===== src/rtl/adc_axis_pkg.sv =====
// adc_axis_pkg: FSM states and beat field layout shared by the ADC stream receiver.
package adc_axis_pkg;
    typedef enum logic [1:0] {IDLE, SYNC, STREAM, DRAIN} state_t;
    localparam int CNT_MSB = 63;
    localparam int CNT_LSB = 32;
    localparam int I_MSB = 31;
    localparam int I_LSB = 16;
    localparam int Q_MSB = 15;
    localparam int Q_LSB = 0;
    localparam logic [7:0] KEEP_ALL = 8'hFF;
endpackage


===== src/rtl/axis_skid_buffer_2.sv =====
// axis_skid_buffer_2: two-entry output buffer; full is a flop decode so upstream ready never sees out_ready.
module axis_skid_buffer_2 #(
    parameter int WIDTH = 65
) (
    input  logic             aclk,
    input  logic             areset,
    input  logic             push,
    input  logic [WIDTH-1:0] push_data,
    output logic             full,
    output logic [WIDTH-1:0] out_data,
    output logic             out_valid,
    input  logic             out_ready
);
    logic [WIDTH-1:0] head, tail;
    logic [1:0] occ;
    logic pop;

    assign pop = out_valid && out_ready;
    assign out_valid = occ != 2'd0;
    assign out_data = head;
    assign full = occ == 2'd2;

    // push is only ever asserted while not full, so the tail never needs a bypass
    always_ff @(posedge aclk or posedge areset) begin
        if (areset) begin
            head <= '0;
            tail <= '0;
            occ <= '0;
        end else begin
            if (pop) head <= (push && occ == 2'd1) ? push_data : tail;
            else if (push && occ == 2'd0) head <= push_data;
            if (push && occ == 2'd1 && !pop) tail <= push_data;
            occ <= occ + {1'b0, push} - {1'b0, pop};
        end
    end
endmodule


===== src/rtl/adc_axis_rx.sv =====
// adc_axis_rx: unpacks {counter, I, Q} AXIS beats into samples, checking counter continuity and frame length.
module adc_axis_rx
    import adc_axis_pkg::*;
#(
    parameter int ADC_AXI_DATA_WIDTH = 64,
    parameter int ADC_AXI_TUSER_WIDTH = 1,
    parameter int FRAME_LEN_MAX = 8192,
    parameter int STAT_WIDTH = 16
) (
    input  logic                           aclk,
    input  logic                           areset,
    input  logic [ADC_AXI_DATA_WIDTH-1:0]  s_axis_tdata,
    input  logic                           s_axis_tvalid,
    input  logic                           s_axis_tlast,
    input  logic [7:0]                     s_axis_tkeep,
    input  logic [ADC_AXI_TUSER_WIDTH-1:0] s_axis_tuser,
    output logic                           s_axis_tready,
    input  logic                           rx_enable,
    input  logic                           stat_clear,
    output logic [15:0]                    m_sample_i,
    output logic [15:0]                    m_sample_q,
    output logic [31:0]                    m_sample_cnt,
    output logic                           m_sample_valid,
    output logic                           m_sample_last,
    input  logic                           m_sample_ready,
    output logic [STAT_WIDTH-1:0]          frame_count,
    output logic [STAT_WIDTH-1:0]          gap_error_count,
    output logic [31:0]                    frame_len_last,
    output logic                           gap_error,
    output logic                           keep_error,
    output logic                           overlong_error,
    output logic                           rx_active
);
    localparam logic [STAT_WIDTH-1:0] ONE = 1;

    state_t state;
    logic full, accept, force_last, last_in, done, gap, keep_bad, unused_tuser;
    logic [31:0] cnt, expected, beats, n;
    logic [ADC_AXI_DATA_WIDTH:0] out_data;

    assign unused_tuser = ^s_axis_tuser;
    assign s_axis_tready = state != IDLE && !full;
    assign accept = s_axis_tvalid && s_axis_tready;
    assign cnt = s_axis_tdata[CNT_MSB:CNT_LSB];
    assign n = (state == SYNC) ? 32'd1 : beats + 32'd1;
    // the beat that reaches the length limit without tlast is closed as a forced last
    assign force_last = !s_axis_tlast && n == 32'(FRAME_LEN_MAX);
    assign last_in = s_axis_tlast || force_last;
    assign done = accept && last_in;
    assign gap = accept && state != SYNC && cnt != expected;
    assign keep_bad = accept && s_axis_tkeep != KEEP_ALL;
    assign rx_active = state != IDLE;

    assign m_sample_last = out_data[ADC_AXI_DATA_WIDTH];
    assign m_sample_cnt = out_data[CNT_MSB:CNT_LSB];
    assign m_sample_i = out_data[I_MSB:I_LSB];
    assign m_sample_q = out_data[Q_MSB:Q_LSB];

    axis_skid_buffer_2 #(.WIDTH(ADC_AXI_DATA_WIDTH + 1)) skid (
        .aclk,
        .areset,
        .push(accept),
        .push_data({last_in, s_axis_tdata}),
        .full,
        .out_data,
        .out_valid(m_sample_valid),
        .out_ready(m_sample_ready)
    );

    always_ff @(posedge aclk or posedge areset) begin
        if (areset) begin
            state <= IDLE;
            expected <= '0;
            beats <= '0;
        end else begin
            if (accept) begin
                expected <= cnt + 32'd1;
                beats <= n;
            end
            case (state)
                IDLE: if (rx_enable) state <= SYNC;
                SYNC: begin
                    if (done) state <= rx_enable ? SYNC : IDLE;
                    else if (accept) state <= rx_enable ? STREAM : DRAIN;
                    else if (!rx_enable) state <= IDLE;
                end
                STREAM: begin
                    if (done) state <= rx_enable ? SYNC : IDLE;
                    else if (!rx_enable) state <= DRAIN;
                end
                DRAIN: if (done) state <= IDLE;
                default: state <= IDLE;
            endcase
        end
    end

    // a clear coinciding with an event leaves that event counted once
    always_ff @(posedge aclk or posedge areset) begin
        if (areset) begin
            frame_count <= '0;
            gap_error_count <= '0;
            frame_len_last <= '0;
            gap_error <= 1'b0;
            keep_error <= 1'b0;
            overlong_error <= 1'b0;
        end else begin
            frame_count <= stat_clear ? (done ? ONE : '0) :
                           (done && frame_count != '1) ? frame_count + ONE : frame_count;
            gap_error_count <= stat_clear ? (gap ? ONE : '0) :
                               (gap && gap_error_count != '1) ? gap_error_count + ONE : gap_error_count;
            frame_len_last <= done ? n : stat_clear ? '0 : frame_len_last;
            gap_error <= gap || (gap_error && !stat_clear);
            keep_error <= keep_bad || (keep_error && !stat_clear);
            overlong_error <= (accept && force_last) || (overlong_error && !stat_clear);
        end
    end
endmodule


===== config.mk =====
export PLATFORM = sky130hd
export DESIGN_NAME = adc_axis_rx
export DESIGN_NICKNAME = d
export VERILOG_FILES = /design/src/rtl/adc_axis_pkg.sv /design/src/rtl/axis_skid_buffer_2.sv /design/src/rtl/adc_axis_rx.sv
export SDC_FILE = /design/constraint.sdc
export NUM_CORES = 1
export LEC_CHECK = 0
export BUFFER_PORTS_ARGS = -buffer_cell sky130_fd_sc_hd__buf_2
export CAP_MARGIN = 20
export CORE_UTILIZATION = 55
export DETAILED_ROUTE_END_ITERATION = 12
export PLACE_DENSITY = 0.88
export SETUP_SLACK_MARGIN = 0.3
export SLEW_MARGIN = 20
export SYNTH_ARGS = -nofsm -noshare
export SYNTH_HDL_FRONTEND = slang
export SYNTH_SLANG_ARGS = --single-unit

===== constraint.sdc =====
create_clock -name aclk -period 11.15 [get_ports aclk]
set_input_delay 0 -clock aclk [delete_from_list [all_inputs] [get_ports aclk]]
set_output_delay 0 -clock aclk [all_outputs]
set_load 0.01 [all_outputs]

==> metrics.md <==
| Metric | Value |
|---|---|
| Run status | `complete, no violations` |
| DRT Pass-1 Iters | `5` |
| Leak | `7.18 nW` |
| Tmin final | `4.44 ns` |
| Net count, final | `1633` |
| Die H | `156 µm` |
| Slowest stage delay, CP | `0.77 ns` |
| Min-Delay Path Class | `input pin to register` |
| WHS Path Cells | `5` |
| Distinct cell type count after synthesis | `62` |
| Slew Viols, Final | `0` |
| Post-cts sizing count | `0` |
| Yosys top cell area share | `0.509` |
| Synthesis-to-layout area growth | `21.7%` |
| Number of synthesized flops with an enable pin | `0` |
| Cell Area, Synth | `13000 µm²` |
| CP cell instances | `nand2b_1 -> nand2b_1 -> o41ai_1 -> nor4b_2 -> nor4b_2 -> a31o_2 -> nand3_2 -> buf_4 -> and4b_1 -> nor3_1 -> dlygate4sd3_1` |
| WP buf/inv | `2` |
| Grt total ovfl | `0` |
| WL per Instance | `18.1 µm` |
| Setup violators final | `0` |
| Setup crit start kind | `register` |
| Max Clock Freq | `225 MHz` |
| Final ANT Viol Nets | `0` |
| Vias in the first global route | `10800` |
| GPL Wtd Cong | `0.853` |
| Initial drt markers | `813` |
| I/O Buffers | `213` |
| Critical Path AT | `4.86 ns` |
| Worst Skew | `0.0186 ns` |
| Starting density of the core | `0.568` |
| First-pass GRT wire length | `55.4 mm` |
| Crit path depth | `11` |
| Chip Width | `156 µm` |
| Prevailing post-synth register cell | `dfrtp_1` |
| Post-route setup TNS | `0 ns` |
| Final Hold Vio Count | `0` |
| Clock Path Buffers | `3` |
| Commonest non-fill, non-tap cells in the layout | `dfrtp_1 (265), nand2_1 (243), buf_2 (213)` |
| Yosys warns | `0` |
| Final Util | `0.691` |
| Critical path's slowest cell | `nand2b_1` |
| Root buffer cell | `clkbuf_16` |
| Commonest non-fill, non-tap cell in the layout | `dfrtp_1` |
| Kind of critical path | `register to register` |
| Worst EP required | `11.57 ns` |
| Worst-path fanout max | `92` |
| CP Capture Type | `register` |
| Syn Inst Count | `1322` |
| Tot GR Track Use | `0.284` |
| Pwr Density | `228 nW/µm²` |
| Asr flop ratio synth | `1.00` |
| Final WL | `34.1 mm` |
| Top Ports | `215` |
| HPWL Detailed | `20.6 mm` |
| DR DRC count | `0` |
| Fin crit share | `0.399` |
| Syn nets | `1408` |
| Clock Sinks | `265` |
| Reg clk slew, reported paths | `0.06 ns` |
| Layout cells sized above 1 | `0.231` |
| Initial antenna violation count | `3` |
| Synthesis-stage register bit count | `265` |
| Clk_lat worst skew | `0.55 ns` |
| Via/cell ratio | `5.80` |
| Slew of the pin with the lowest slew margin | `0.951 ns` |
| R2R cell count | `11` |
| Total Power | `3.61 mW` |
| Cell taking the most area after synthesis | `dfrtp_1` |
| # rows | `55` |
| Placeable core region | `22900 µm²` |
| Largest net degree at the start of global routing | `140` |
| Max-cap violations | `0` |
| CTS tree | `yes` |
| Max H-tree Level | `1` |
| Cell family with most CP delay | `simple AND/OR/NAND/NOR gates` |
| Relative slew slack | `0.366` |
| Most area-consuming cells after synthesis | `dfrtp_1 (51%), nand2_1 (7.0%), mux2_2 (5.6%), xnor2_1 (4.7%), o21ai_0 (3.7%)` |
| Unrepaired setup endpoints after global routing | `no` |
| Synthesized area per cell | `9.85 µm²` |
| Num CTS Buffers | `28` |
| DR vias | `10900` |
| Maximum vdd drop | `0.230 mV` |
| Seq/Total Area, Yosys | `0.509` |
| Die area | `24300 µm²` |
## layout make-up
type	instances	area (µm²)
Clock buffer	38	778
Clock inverter	10	174
Fill cell	1654	7070
Multi-Input combinational cell	942	5940
Timing Repair Buffer	294	1850
Sequential cell	265	6630
Inverter	16	67.6
Tap cell	313	392
Antenna cell	3	7.51
## worst register-to-register path, delay by kind of cell, from the launching register on
family / cells / cell delay (ns)
and+or+nand+nor: 7 / 1.68
AOI/OAI and AO/OA: 2 / 0.98
DFF: 1 / 0.46
buffers and inverters: 2 / 1.22
## cells by family after synthesis
| group | Yosys count | synth area share |
|---|---|---|
| buffers and inverters | 115 | 0.0371 |
| AND/OR/NAND/NOR | 505 | 0.188 |
| AO/OA/AOI/OAI | 242 | 0.118 |
| flip-flops | 265 | 0.509 |
| adder cells (fa/ha/maj) | 6 | 0.00577 |
| multiplexers | 85 | 0.0718 |
| XOR/XNOR | 104 | 0.0700 |
## state kept, by name (all words and copies together), names as in the netlist
name and flops:
overlong_error 1, beats 32, skid.tail 65, state 2
gap_error_count 16, frame_count 16, gap_error 1, keep_error 1
skid.occ 2, frame_len_last 32, expected 32, skid.out_data 65
## report_power, final
part | switching (mW) | leakage (nW) | internal, mW | total (mW)
Clock | 0.389 | 0.458 | 0.581 | 0.970
Combinational | 0.686 | 3.33 | 0.463 | 1.15
Sequential | 0.212 | 3.40 | 1.28 | 1.49
Total | 1.29 | 7.18 | 2.33 | 3.61
## routing by layer
metal	track usage	part of all wire	vias up
met5	0	0	-
met1	0.353	0.40	5321
met2	0.495	0.50	414
met3	0.0517	0.063	82
li1	-	-	5090
met4	0.103	0.036	0
## synthesized netlist by cell type (3+ instances only)
library cell / n
dfrtp_1: 265
nand2_1: 244
o21ai_0: 96
xnor2_1: 70
clkbuf_1: 67
mux2_2: 65
nand3_1: 61
nor2_1: 59
a22oi_1: 52
xor2_1: 34
nand4_1: 33
o31ai_1: 33
a21oi_1: 23
nor3_1: 19
mux2i_1: 18
buf_2: 17
and3_1: 16
inv_1: 15
nor2b_1: 10
nor4_1: 10
or4_1: 10
buf_1: 9
or3_1: 8
a31o_2: 7
and4_1: 6
ha_1: 6
or2_2: 5
a31oi_1: 4
and2_1: 4
buf_4: 4
nand2b_1: 4
nor4b_2: 3
o21ai_1: 3
o41ai_1: 3
## worst paths after layout
| kind | startpoint | to | slack (ns) |
|---|---|---|---|
| worst min register to register | skid.out_data[61]$_DFFE_PP0P_ | skid.out_data[61]$_DFFE_PP0P_ | 0.48 |
| worst min-delay path | m_sample_ready | skid.occ[1]$_DFF_PP0_ | 0.18 |
| worst max register to register | state[1]$_DFFE_PP0P_ | state[0]$_DFFE_PP0P_ | 6.71 |
| min in group asynchronous | areset | skid.tail[53]$_DFFE_PP0P_ | 0.24 |
| worst max-delay path | state[1]$_DFFE_PP0P_ | state[0]$_DFFE_PP0P_ | 6.71 |
| max in group asynchronous | areset | gap_error_count[8]$_DFFE_PP0P_ | 9.46 |
## per-stage QoR
step           hold WS (ns)  worst slack [ns]  instances  cell area, µm²
6_report              0.176              6.71       1881           15800
4_1_cts               0.172              6.69       1878           15800
5_1_grt               0.198              6.36       1881           15800
2_1_floorplan         0.112              3.85       1322           13000
3_5_place_dp          0.216              7.04       1758           14200
3_3_place_gp          0.209              7.12       1758           14200
## what timing repair did
action | in CTS | in global routing
endpoints found under the setup margin | 0 | 0
setup buffers | 0 | 0
endpoints found under the hold margin | 313 | 0
hold buffers | 72 | 0
(Power assumes the default switching activity.)
